**src/rtl/drfm_pkg.sv**
```systemverilog
// Shared types and constants for the DRFM SDRAM streamer.
package drfm_pkg;

    typedef enum logic [2:0] {
        ST_IDLE,
        ST_CAPTURE,
        ST_PLAYBACK,
        ST_DRAIN,
        ST_DONE
    } state_t;

    localparam logic MODE_CAPTURE  = 1'b0;
    localparam logic MODE_PLAYBACK = 1'b1;

endpackage

```
**src/rtl/drfm_sync_fifo.sv**
```systemverilog
// Single-clock FIFO with simultaneous push/pop and a synchronous flush.
// The head word is held in storage, so data pushed on one edge is visible the next cycle.
module drfm_sync_fifo #(
    parameter int DATA_W     = 16,
    parameter int FIFO_DEPTH = 16,
    localparam int PTR_W     = $clog2(FIFO_DEPTH),
    localparam int CNT_W     = PTR_W + 1
) (
    input  logic              clk,
    input  logic              rst_n,
    input  logic              flush,
    input  logic              push,
    input  logic [DATA_W-1:0] push_data,
    input  logic              pop,
    output logic [DATA_W-1:0] pop_data,
    output logic              full,
    output logic              empty,
    output logic [CNT_W-1:0]  count
);

    logic [DATA_W-1:0] mem [FIFO_DEPTH];
    logic [PTR_W-1:0]  wr_ptr_reg;
    logic [PTR_W-1:0]  rd_ptr_reg;
    logic [CNT_W-1:0]  count_reg;
    logic              do_push;
    logic              do_pop;

    // A push into a full FIFO is allowed only when a pop frees a slot on the same edge.
    assign do_pop   = pop & ~empty;
    assign do_push  = push & (~full | do_pop);
    assign full     = (count_reg == CNT_W'(FIFO_DEPTH));
    assign empty    = (count_reg == '0);
    assign count    = count_reg;
    assign pop_data = mem[rd_ptr_reg];

    always_ff @(posedge clk) begin
        if (!rst_n || flush) begin
            wr_ptr_reg <= '0;
            rd_ptr_reg <= '0;
            count_reg  <= '0;
        end else begin
            if (do_push) begin
                wr_ptr_reg <= wr_ptr_reg + PTR_W'(1);
            end
            if (do_pop) begin
                rd_ptr_reg <= rd_ptr_reg + PTR_W'(1);
            end
            count_reg <= count_reg + CNT_W'(do_push) - CNT_W'(do_pop);
        end
    end

    always_ff @(posedge clk) begin
        if (do_push) begin
            mem[wr_ptr_reg] <= push_data;
        end
    end

endmodule

```
**src/rtl/drfm_sdram_streamer.sv**
```systemverilog
// Moves a sample stream to SDRAM (capture) or from SDRAM to a stream (playback)
// over an Avalon-MM master, buffering through a small FIFO.
module drfm_sdram_streamer
    import drfm_pkg::*;
#(
    parameter int DATA_W     = 16,
    parameter int ADDR_W     = 25,
    parameter int FIFO_DEPTH = 16,
    parameter int MAX_RD_OUT = 4
) (
    input  logic                clk_clk,
    input  logic                reset_reset_n,
    input  logic                cfg_start,
    input  logic                cfg_mode,
    input  logic [ADDR_W-1:0]   cfg_base,
    input  logic [ADDR_W-1:0]   cfg_len,
    input  logic                cfg_loop,
    input  logic                cfg_abort,
    output logic                status_busy,
    output logic                status_done,
    output logic                status_overflow,
    input  logic [DATA_W-1:0]   s_in_data,
    input  logic                s_in_valid,
    output logic                s_in_ready,
    output logic [DATA_W-1:0]   m_out_data,
    output logic                m_out_valid,
    input  logic                m_out_ready,
    output logic [ADDR_W-1:0]   mem_address,
    output logic [DATA_W/8-1:0] mem_byteenable_n,
    output logic                mem_chipselect,
    output logic [DATA_W-1:0]   mem_writedata,
    output logic                mem_read_n,
    output logic                mem_write_n,
    input  logic [DATA_W-1:0]   mem_readdata,
    input  logic                mem_readdatavalid,
    input  logic                mem_waitrequest
);

    localparam int CNT_W = $clog2(FIFO_DEPTH) + 1;
    localparam int OUT_W = $clog2(MAX_RD_OUT + 1);

    state_t            state_reg, state_next;
    logic              loop_reg, abort_reg, ovf_reg;
    logic [ADDR_W-1:0] base_reg, len_reg, idx_reg, acc_reg, xfer_reg;
    logic [OUT_W-1:0]  out_reg;
    logic              cmd_act_reg, cmd_wr_reg;
    logic [ADDR_W-1:0] addr_reg;
    logic [DATA_W-1:0] wdata_reg;

    logic              in_capture, in_playback, abort_now;
    logic              cmd_accept, cmd_free, wr_issue, rd_issue, cmd_issue, idx_wrap;
    logic              rd_return, out_pop, s_accept;
    logic              fifo_push, fifo_pop, fifo_flush, fifo_full, fifo_empty;
    logic [DATA_W-1:0] fifo_din, fifo_dout;
    logic [CNT_W-1:0]  fifo_count;
    logic [CNT_W:0]    inflight;

    assign in_capture  = (state_reg == ST_CAPTURE);
    assign in_playback = (state_reg == ST_PLAYBACK);
    assign abort_now   = abort_reg | cfg_abort;
    assign cmd_accept  = cmd_act_reg & ~mem_waitrequest;
    assign cmd_free    = ~cmd_act_reg | cmd_accept;

    // Reads issued but not yet returned reserve FIFO space, so returning data always fits.
    assign inflight  = (CNT_W+1)'(out_reg) + (CNT_W+1)'(fifo_count);
    assign wr_issue  = in_capture & cmd_free & ~abort_now & ~fifo_empty & (idx_reg < len_reg);
    assign rd_issue  = in_playback & cmd_free & ~abort_now & (idx_reg < len_reg)
                     & (out_reg < OUT_W'(MAX_RD_OUT)) & (inflight < (CNT_W+1)'(FIFO_DEPTH));
    assign cmd_issue = wr_issue | rd_issue;
    assign idx_wrap  = loop_reg & in_playback & ((idx_reg + ADDR_W'(1)) == len_reg);

    assign rd_return  = mem_readdatavalid & (out_reg != '0) & (in_playback | (state_reg == ST_DRAIN));
    assign out_pop    = in_playback & ~fifo_empty & m_out_ready;
    assign s_in_ready = in_capture & ~fifo_full & (acc_reg < len_reg) & ~abort_reg;
    assign s_accept   = s_in_valid & s_in_ready;

    assign fifo_push  = s_accept | (in_playback & rd_return);
    assign fifo_pop   = wr_issue | out_pop;
    assign fifo_flush = (state_reg == ST_DRAIN) | (state_reg == ST_IDLE);
    assign fifo_din   = in_capture ? s_in_data : mem_readdata;

    drfm_sync_fifo #(
        .DATA_W     (DATA_W),
        .FIFO_DEPTH (FIFO_DEPTH)
    ) u_fifo (
        .clk       (clk_clk),
        .rst_n     (reset_reset_n),
        .flush     (fifo_flush),
        .push      (fifo_push),
        .push_data (fifo_din),
        .pop       (fifo_pop),
        .pop_data  (fifo_dout),
        .full      (fifo_full),
        .empty     (fifo_empty),
        .count     (fifo_count)
    );

    always_comb begin
        state_next = state_reg;
        case (state_reg)
            ST_IDLE: begin
                if (cfg_start) begin
                    if (cfg_len == '0)                  state_next = ST_DONE;
                    else if (cfg_mode == MODE_PLAYBACK) state_next = ST_PLAYBACK;
                    else                                state_next = ST_CAPTURE;
                end
            end
            ST_CAPTURE: begin
                if (cmd_accept && ((xfer_reg + ADDR_W'(1)) == len_reg)) state_next = ST_DONE;
                else if (abort_now && cmd_free)                         state_next = ST_DRAIN;
            end
            ST_PLAYBACK: begin
                if (abort_now && cmd_free) state_next = ST_DRAIN;
                else if (!loop_reg && out_pop && ((xfer_reg + ADDR_W'(1)) == len_reg))
                    state_next = ST_DONE;
            end
            ST_DRAIN: begin
                if (out_reg == '0) state_next = ST_DONE;
            end
            ST_DONE:  state_next = ST_IDLE;
            default:  state_next = ST_IDLE;
        endcase
    end

    always_ff @(posedge clk_clk) begin
        if (!reset_reset_n) begin
            state_reg <= ST_IDLE;
        end else begin
            state_reg <= state_next;
        end
    end

    always_ff @(posedge clk_clk) begin
        if (!reset_reset_n) begin
            loop_reg    <= 1'b0;
            abort_reg   <= 1'b0;
            ovf_reg     <= 1'b0;
            base_reg    <= '0;
            len_reg     <= '0;
            idx_reg     <= '0;
            acc_reg     <= '0;
            xfer_reg    <= '0;
            out_reg     <= '0;
            cmd_act_reg <= 1'b0;
            cmd_wr_reg  <= 1'b0;
            addr_reg    <= '0;
            wdata_reg   <= '0;
        end else begin
            if (state_reg == ST_IDLE && cfg_start) begin
                loop_reg  <= cfg_loop;
                base_reg  <= cfg_base;
                len_reg   <= cfg_len;
                idx_reg   <= '0;
                acc_reg   <= '0;
                xfer_reg  <= '0;
                ovf_reg   <= 1'b0;
                abort_reg <= 1'b0;
            end else begin
                if ((in_capture || in_playback) && cfg_abort) abort_reg <= 1'b1;
                if (in_capture && s_in_valid && !s_in_ready && (acc_reg < len_reg) && !abort_reg)
                    ovf_reg <= 1'b1;
                if (s_accept)  acc_reg <= acc_reg + ADDR_W'(1);
                if (cmd_issue) idx_reg <= idx_wrap ? '0 : idx_reg + ADDR_W'(1);
                if ((in_capture && cmd_accept) || out_pop) xfer_reg <= xfer_reg + ADDR_W'(1);
            end
            // Command registers change only when idle or on the accepting edge.
            if (cmd_issue) begin
                cmd_act_reg <= 1'b1;
                cmd_wr_reg  <= in_capture;
                addr_reg    <= base_reg + idx_reg;
                if (wr_issue) wdata_reg <= fifo_dout;
            end else if (cmd_accept) begin
                cmd_act_reg <= 1'b0;
            end
            out_reg <= out_reg + OUT_W'(rd_issue) - OUT_W'(rd_return);
        end
    end

    assign status_busy      = (state_reg != ST_IDLE);
    assign status_done      = (state_reg == ST_DONE);
    assign status_overflow  = ovf_reg;
    assign m_out_data       = fifo_dout;
    assign m_out_valid      = in_playback & ~fifo_empty;
    assign mem_address      = addr_reg;
    assign mem_byteenable_n = '0;
    assign mem_chipselect   = cmd_act_reg;
    assign mem_writedata    = wdata_reg;
    assign mem_write_n      = ~(cmd_act_reg & cmd_wr_reg);
    assign mem_read_n       = ~(cmd_act_reg & ~cmd_wr_reg);

endmodule
```
**config.mk**
```make
export PLATFORM = sky130hd
export DESIGN_NAME = drfm_sdram_streamer
export DESIGN_NICKNAME = d
export VERILOG_FILES = /design/src/rtl/drfm_pkg.sv /design/src/rtl/drfm_sync_fifo.sv /design/src/rtl/drfm_sdram_streamer.sv
export SDC_FILE = /design/constraint.sdc
export NUM_CORES = 1
export LEC_CHECK = 0
export ABC_AREA = 0
export ABC_CLOCK_PERIOD_IN_PS = 6200
export BUFFER_PORTS_ARGS = -buffer_cell sky130_fd_sc_hd__buf_2
export CAP_MARGIN = 20
export CORE_MARGIN = 2
export CORE_UTILIZATION = 43
export CTS_CLUSTER_SIZE = 10
export DETAILED_ROUTE_END_ITERATION = 8
export GPL_TIMING_DRIVEN = 0
export SLEW_MARGIN = 40
export SYNTH_ARGS = -nofsm -noshare
export SYNTH_HDL_FRONTEND = slang
export SYNTH_SLANG_ARGS = --single-unit
```
**constraint.sdc**
```tcl
create_clock -name clk_clk -period 6.2 [get_ports clk_clk]
set_input_delay 0.31 -clock clk_clk [delete_from_list [all_inputs] [get_ports clk_clk]]
set_output_delay 0.31 -clock clk_clk [all_outputs]
set_load 0.01 [all_outputs]
```
After elaboration in Yosys (flattened, before gate mapping)
Memories as Yosys holds them, arrays and structs flattened. A register that Yosys moved wholly into a read port is not among the register bits.
Cells that the tools add are included.
Operators by class
  magnitude comparators: 4
  reduce and logical (&&, ||, !) cells: 28
  add/subtract/negate cells: 11
  bitwise operators: 43
  multiplexer cells: 17
  equal/unequal tests: 11
Operator list (count)
  $add A25 B1 Y25 const B: 3
  $eq A25 B25 Y1: 2
  $lt A25 B25 Y1: 2
  $add A25 B25 Y25: 1
  $and A1 B1 Y1: 25
  $logic_not A25 Y1: 1
  $mux W25: 1
  $mux W3: 7
  $mux W16: 1
  $pmux W3 S4: 1
  $logic_and A1 B1 Y1: 11
  $not A1 Y1: 10
  $add A4 B1 Y4 const B: 2
  $mux W4: 2
  $or A1 B1 Y1: 8
  $add A3 B5 Y6: 1
  $eq A3 B2 Y1 const B: 2
  $logic_not A3 Y1: 2
  $lt A6 B5 Y1 const B: 1
  $ne A3 B1 Y1 const B: 2
  $reduce_bool A3 Y1: 2
  $add A5 B1 Y5: 1
  $eq A5 B5 Y1 const B: 1
  $logic_not A5 Y1: 1
  other kinds (16): 24
Word-level totals
  flip-flop bits (word level): 190
  input bits: 92
  memory bits (writable): 256
  output and inout port bits: 67
  memories: 1
Memory list
  u_fifo.mem: words 16, width 16, read ports 1, clocked after Yosys merged registers in 1, write ports 1, RTL line drfm_sync_fifo.sv:21  | logic [DATA_W-1:0] mem [FIFO_DEPTH];

Logic depth before layout (Yosys ltp)
Gate-level depths: netlist of run 1.
  depth in word-level cells: 13
  gate-level depth with buffers: 19
  gate-level depth less buffers: 18

Cells and area by module
Synthesis of run 1 repeated with hierarchy kept, for this count alone.
Unflattened totals
  cells, all modules: 2013
  area, all modules: 22375.2 µm²
By module, submodules not included
  drfm_sdram_streamer: seq. area each 3543.4 µm², cells each 1506, area each 11760.0 µm², times used 1
  drfm_sync_fifo: seq. area each 8027.7 µm², cells each 507, area each 10615.2 µm², times used 1

Worst setup path after synthesis of run 1
No wires, ideal clock.
  kind: reg2reg
  start point: register len_reg[10]
  end point: memory u_fifo.mem[0][0] (enable)
  cell stages (with the launch flop): 13
  data required time: 5.791 ns
  path slack: 1.799 ns
  arrival time: 3.992 ns
  setup time: 0.409 ns
  buffers on the path: 0
  path through: dfxtp_1 -> inv_1 -> ha_1 -> a21o_1 -> a21o_1 -> a211o_1 -> o2111ai_1 -> o311ai_0 -> nor3_1 -> nor2_1 -> a21oi_1 -> nand2_1 -> nor3_1
Between the ends
  longest elaborated chain between the ends: 8
  elaborated cells between the ends (all ways): 13
RTL lines
  start, declared: RTL line drfm_sdram_streamer.sv:44  | logic [ADDR_W-1:0] base_reg, len_reg, idx_reg, acc_reg, xfer_reg;
  start signal, assigned: RTL line drfm_sdram_streamer.sv:152  | len_reg <= cfg_len;
  $lt A25 B25 Y1, on equally long branches: RTL line drfm_sdram_streamer.sv:74, drfm_sdram_streamer.sv:66
  $and A1 B1 Y1, on equally long branches: RTL line drfm_sdram_streamer.sv:74, drfm_sdram_streamer.sv:66
  $and A1 B1 Y1 / $or A1 B1 Y1 (equally long branches): RTL line drfm_sdram_streamer.sv:74, drfm_sdram_streamer.sv:78
  $and A1 B1 Y1, on equally long branches: RTL line drfm_sdram_streamer.sv:75, drfm_sync_fifo.sv:29
  $or A1 B1 Y1, on equally long branches: RTL line drfm_sdram_streamer.sv:77, drfm_sync_fifo.sv:30
  $and A1 B1 Y1 (*): RTL line drfm_sync_fifo.sv:30  | assign do_push = push & (~full | do_pop);
  via u_fifo.do_push: RTL line drfm_sync_fifo.sv:25  | logic do_push;
  $mux W1 (*): RTL line drfm_sync_fifo.sv:53  | if (do_push) begin
  $mux W1 (implied by the code) (*): RTL line drfm_sync_fifo.sv:54  | mem[wr_ptr_reg] <= push_data;
  end, declared: RTL line drfm_sync_fifo.sv:21
The timed path passes the listed nets; every way through them passes the cells marked *.

Worst setup path after layout of run 1
  start point: register len_reg[8]
  end point: register u_fifo.count_reg[4], in the netlist u_fifo.count[4]
Between the ends
  longest elaborated chain between the ends: 8
  elaborated cells between the ends (all ways): 13
RTL lines
  $lt A25 B25 Y1, on equally long branches: RTL line drfm_sdram_streamer.sv:74, drfm_sdram_streamer.sv:66
  $and A1 B1 Y1, on equally long branches: RTL line drfm_sdram_streamer.sv:74, drfm_sdram_streamer.sv:66
  $and A1 B1 Y1 / $or A1 B1 Y1 (equally long branches): RTL line drfm_sdram_streamer.sv:74, drfm_sdram_streamer.sv:78
  $and A1 B1 Y1, on equally long branches: RTL line drfm_sdram_streamer.sv:75, drfm_sync_fifo.sv:29
  $or A1 B1 Y1, on equally long branches: RTL line drfm_sdram_streamer.sv:77, drfm_sync_fifo.sv:30
  $and A1 B1 Y1: RTL line drfm_sync_fifo.sv:30
  $add A5 B1 Y5: RTL line drfm_sync_fifo.sv:48  | count_reg <= count_reg + CNT_W'(do_push) - CNT_W'(do_pop);
  $sub A5 B1 Y5 (*): RTL line drfm_sync_fifo.sv:48
  end signal, assigned: RTL line drfm_sync_fifo.sv:48
  end, declared: RTL line drfm_sync_fifo.sv:24  | logic [CNT_W-1:0] count_reg;
Mark *: on every way between the ends. The rest lies on a longest branch, timed or not.
A chain may end at the register's enable or synchronous reset.

==> impl_metrics.ini, run 1 <==
[finish]
nFillCells = 4480
multi_input_area_um2 = 9890
nets = 2421
layout-drive-gt1-share = 0.174
diodes = 0
largest-register = u_fifo.mem
largest_reg_flops = 256
fin_util = 0.518
regArea_um2 = 11600
syn_to_final_growth_pct = 18.6

[grt]
grtUsageMet2 = 0.408
grt_max_degree = 18
antenna_found_initial = 1
grt_use_total = 0.235
grt_pass1_wl_mm = 95.2
use_met3 = 0.0370
grt_most_used_layer = met2
first_global_vias = 16292
overflow = 0
met1_usage = 0.294

[synthesis]
ys_warn_count = 0
syn-instance-count = 1955
synthTopCellsByCount = nand2_1 (308), edfxtp_1 (256), dfxtp_1 (194), nor2_1 (124), ha_1 (92)
async_flop_share = 0
synth_top_area_cell = edfxtp_1
synth_area_per_cell_um2 = 11.2
synth-seq-area-share = 0.526
synth-seq-cells = 450
ys.flop_type = edfxtp_1
synth_most_common_cell = nand2_1
synth_cell_type_count = 78
synth_top_area_frac = 0.350
synth_enable_flop_cells = 256
yosys-top-cells-area = edfxtp_1 (35%), dfxtp_1 (18%), mux4_2 (8.2%)
synthesis.area_um2 = 22000

[sta]
hold_ws_ns = 0.0200
max_freq_mhz = 201
skew_ns = 0.0710
setup_violations = 0
fin_crit_ns = 4.97
rsz0062_at_grt = no
worstMarginPinSlew_ns = 0.865
relSlewSlack = 0.423
finalMaxSlewViolations = 0
final-hold-violation-count = 0
min_period_over_period = 0.801

[routing]
drtAntennaViolNets = 0
drtIter0Drc = 1114
first_pass_iters = 7
via_count = 16299
vias_per_cell = 5.54
drcViolationCount = 0
wirelength_mm = 62.1
wl_per_cell_um = 21.1

[worst_setup_path]
start_kind = flop
crit_fanout = 10
crit_path_cell_trace = inv_1 > ha_1 > o21ai_0 > a2111oi_0 > o22ai_1 > a211o_1 > nand4_1 > clkbuf_1 > nand2_1 > ha_1 > inv_1 > ha_1 > fa_1 > a21oi_1 > nor2_1 > or3_1 > a21oi_1
cpPeakStageDelay_ns = 0.55
cp-end-kind = flop
worstSetupPathType = reg2reg
crit_required_ns = 6.74
crit_slowest_cell = clkbuf_1
arrival_ns = 5.51
crit_path_frequent_cell = ha_1

[place]
io_buffers = 156
hpwl_mm = 45.7
place_congestion = 0.897

[floorplan]
die_x_um = 230
io_pins = 159
fp.dieArea_um2 = 52900
std_cell_rows = 82
dieHeight_um = 230
start_util = 0.437
core_area_um2 = 50300

[flow_run]
drv_cap = 0

[min_path]
hp-class = in2reg

[clocking]
cts_max_level = 2
clk_latency_ns = 0.64
cts_sinks = 450
clk_pin_slew_ns = 0.06
clockRootBuffer = clkbuf_16
cts_setup_buffers = 0
max-clock-path-buffers = 3
cts_buffers = 52
tritoncts = yes

[power]
powerDensity_nw_per_um2 = 292
p_leak_nw = 9.35
ir_drop_mv = 0.239

[status]
outcome = completed
worst paths after layout:
kind,endpoint,slack [ns],from,depth (start not counted)
max,u_fifo.count[4],1.23,len_reg[8],17
max reg2reg,u_fifo.count[4],1.23,len_reg[8],17
min,base_reg[20],0.02,cfg_base[20],3
min reg2reg,mem_address[18],0.46,mem_address[18],2
report_power, final:
group	total (mW)	switching [mW]	internal [mW]	leakage, nW
clock network	2.81	1.22	1.59	0.739
logic	1.27	0.857	0.414	4.74
registers	3.54	0.125	3.41	3.88
total	7.62	2.20	5.42	9.35
cells by family (layout without fill, tap and decap cells):
| family | Yosys count | in the layout | share of synthesized area |
|---|---|---|---|
| xor+xnor | 137 | 137 | 0.0546 |
| compound gates | 335 | 335 | 0.101 |
| other cells | 1 | 2 | 0.000171 |
| fa+ha+maj | 95 | 95 | 0.0551 |
| mux | 91 | 91 | 0.0870 |
| simple gates | 685 | 685 | 0.147 |
| flops | 450 | 450 | 0.526 |
| buf+inv | 161 | 475 | 0.0293 |
worst max-delay path, delay by kind of cell (launching register included):
family / cells / cell delay [ns]
flops: 1 / 0.52
fa+ha+maj: 4 / 1.29
buf+inv: 3 / 0.79
simple gates: 4 / 0.82
compound gates: 6 / 1.48
routing by layer:
metal | share of wire | routed length (um)
met3 | 0.057 | 3510
met4 | 0.033 | 2070
met1 | 0.41 | 25700
met2 | 0.50 | 30900
met5 | 0 | 0
layout make-up:
type                    count  area share
flip-flops and latches    450       0.444
multi-input cells        1345       0.379
repair buffers            224      0.0597
clock buffers              83      0.0552
well taps                 672      0.0323
plain buffers             102      0.0167
inverters                  59     0.00850
clock inverters             7     0.00422
layout by cell type (no fill, tap or decap), types with 19 or more instances in the layout:
master	n
a21boi_0	86
a21o_1	21
a21oi_1	70
a31oi_1	20
and2_1	19
and3_1	20
buf_2	180
clkbuf_1	97
clkbuf_16	52
dfxtp_1	194
dlygate4sd3_1	44
edfxtp_1	256
ha_1	92
inv_1	59
mux4_2	80
nand2_1	308
nand3_1	44
nand4_1	30
nor2_1	112
nor3_1	28
o21ai_0	65
or3_1	28
xnor2_1	88
xor2_1	49
stage by stage:
stage	std cells	setup TNS, ns	worst slack (ns)	power (mW)	instance area (um^2)
2_1_floorplan	1956	0	1.80	4.34	22000
3_3_place_gp	2784	-26.00	-0.527	4.80	23600
3_5_place_dp	2808	0	1.01	4.85	24100
4_1_cts	2942	0	1.07	7.68	26100
5_1_grt	2942	0	0.826	7.95	26100
6_report	2942	0	1.23	7.62	26100
timing repair:
item,in CTS,in global routing
gates resized for setup,0,0
hold buffers,44,0
endpoints found under the setup margin,0,0
endpoints found under the hold margin,44,0
No activity file was read; power rests on OpenSTA's default activity.
==> run 2, diff against run 1 <==
ABC_CLOCK_PERIOD_IN_PS = 4700   (was 6200)
clock period = 4.7 ns   (was 6.2 ns; I/O delays follow)
==> run 2 against run 1 <==
Sequential power up 32%. Clock power up 32%. Setup slack worse by 0.90 ns. Non-clock buffer count up 7. First-iteration DRC count up 9.6%. Critical path type unchanged. Critical endpoint unchanged. Largest cell class unchanged.
==> impl_metrics.ini, run 2 (synthesis gave the netlist of run 1 again) <==
[status]
outcome = completed

[clocking]
cts_max_level = 2
tritoncts = yes
clockRootBuffer = clkbuf_16
cts_sinks = 450
clk_pin_slew_ns = 0.06
cts_buffers = 52
max-clock-path-buffers = 3
clk_latency_ns = 0.64
cts_setup_buffers = 0

[worst_setup_path]
cp-end-kind = flop
crit_fanout = 10
crit_required_ns = 5.25
start_kind = flop
arrival_ns = 4.92
worstSetupPathType = reg2reg

[routing]
vias_per_cell = 5.53
wl_met1_mm = 25.8
met3_length_mm = 3.36
met2_length_mm = 31.1
drtAntennaViolNets = 0
drcViolationCount = 0
drtIter0Drc = 1221
first_pass_iters = 9
wl_per_cell_um = 21.1
via_count = 16294
top_layer = met4
wirelength_mm = 62.3

[power]
net-switching-power_mw = 2.90
switching_share = 0.288
ir_drop_mv = 0.316
clockPowerShare = 0.368
powerDensity_nw_per_um2 = 384
internal_power_mw = 7.16
power_frac_comb = 0.167
p_leak_nw = 9.39
power_frac_seq = 0.465

[sta]
max_freq_mhz = 229
fin_crit_ns = 4.37
rsz0062_at_grt = no
skew_ns = 0.0698
setup_violations = 0
final-hold-violation-count = 0
min_period_over_period = 0.929
relSlewSlack = 0.402
finalMaxSlewViolations = 0
setup_tns_ns = 0
worstMarginPinSlew_ns = 0.897
hold_ws_ns = 0.0307

[grt]
overflow = 0
grt_max_degree = 18
grt_use_total = 0.235
first_global_vias = 16355
antenna_found_initial = 1
grt_pass1_wl_mm = 95.4

[place]
hpwl_mm = 45.7
dpl-instance-area_um2 = 24100
place_congestion = 0.897
io_buffers = 156
placed_cells_incl_taps = 2808

[flow_run]
drv_cap = 0

[finish]
layout-drive-gt1-share = 0.181
final_cell_mix = nand2_1 (308), edfxtp_1 (256), dfxtp_1 (183), buf_2 (180), nor2_1 (112)
largest-register = u_fifo.mem
final_common_cell = nand2_1
diodes = 0
nFillCells = 4464
nets = 2428
fin_area_um2 = 26200
syn_to_final_growth_pct = 19.1
regArea_um2 = 11600
largest_reg_flops = 256
multi_input_area_um2 = 9910
fin_cells = 2949

[floorplan]
start_util = 0.437
std_cell_rows = 82
die_x_um = 230
io_pins = 159
dieHeight_um = 230
core_area_um2 = 50300
fp.dieArea_um2 = 52900

[min_path]
hp-class = in2reg
run 2: cell types whose count changed in the layout (fill, tap and decap cells not counted):
| cell | change |
|---|---|
| a2111oi_2 | +1 |
| dfxtp_1 | -11 |
| dlygate4sd3_1 | +8 |
| o311ai_2 | +1 |
| clkbuf_1 | -2 |
| dfxtp_2 | +11 |
| nor3_2 | -1 |
| a21oi_2 | +1 |
| a2111oi_0 | -1 |
| nor3_4 | +1 |
| a21oi_1 | -1 |
| clkbuf_4 | +1 |
| o311ai_1 | -1 |
run 2: layout make-up:
class	count	share of cell area
Buffer	101	0.0166
Clock buffer	83	0.0549
Clock inverter	7	0.00421
Inverter	59	0.00846
Multi-Input combinational cell	1345	0.379
Sequential cell	450	0.442
Tap cell	672	0.0321
Timing Repair Buffer	232	0.0625
run 2: final timing paths:
check                                       end  slack [ns]  cells past startpoint       startpoint
worst min register to register  mem_address[18]        0.46                      2  mem_address[18]
worst min-delay path               state_reg[1]        0.03                      5         cfg_mode
worst max register to register  u_fifo.count[4]        0.33                     17       len_reg[8]
worst max-delay path            u_fifo.count[4]        0.33                     17       len_reg[8]
run 2: power by group through the flow:
stage	sequential, mW	clock (mW)	combinational (mW)
CTS	4.68	3.78	1.68
finish	4.68	3.70	1.68
detailed placement	4.75	0	1.65
global placement	4.75	0	1.58
global route	4.69	3.93	1.88
floorplan	4.66	0	1.06
run 2: what timing repair did:
item	4_1_cts	5_1_grt
resized for setup	4	15
hold buffers	52	0
hold endpoints to repair	52	0
setup endpoints to repair	150	27
run 2: per-stage QoR:
stage	worst slack (ns)	utilization	power, mW
global route	0.00829	0.521	10.5
CTS	0.0103	0.520	10.1
finish	0.333	0.521	10.1
global placement	-2.03	0.470	6.33
floorplan	0.299	-	5.72
detailed placement	-0.491	0.479	6.39
run 2: routing by layer:
metal,track usage,up-vias
li1,-,7699
met1,0.294,7989
met2,0.410,483
met3,0.0373,123
met4,0.0867,0
met5,0,-
run 2: worst max-delay path: stages, from the launching register on:
cell and delay [ns]:
dfxtp_2 0.43, inv_1 0.16, ha_1 0.33, o21ai_0 0.11, a2111oi_2 0.37, o22ai_1 0.19, a211o_1 0.39, nand4_1 0.24
clkbuf_4 0.30, nand2_1 0.15, ha_1 0.31, inv_1 0.04, ha_1 0.20, fa_1 0.42, a21oi_1 0.17, nor2_1 0.06
or3_1 0.30, a21oi_1 0.14
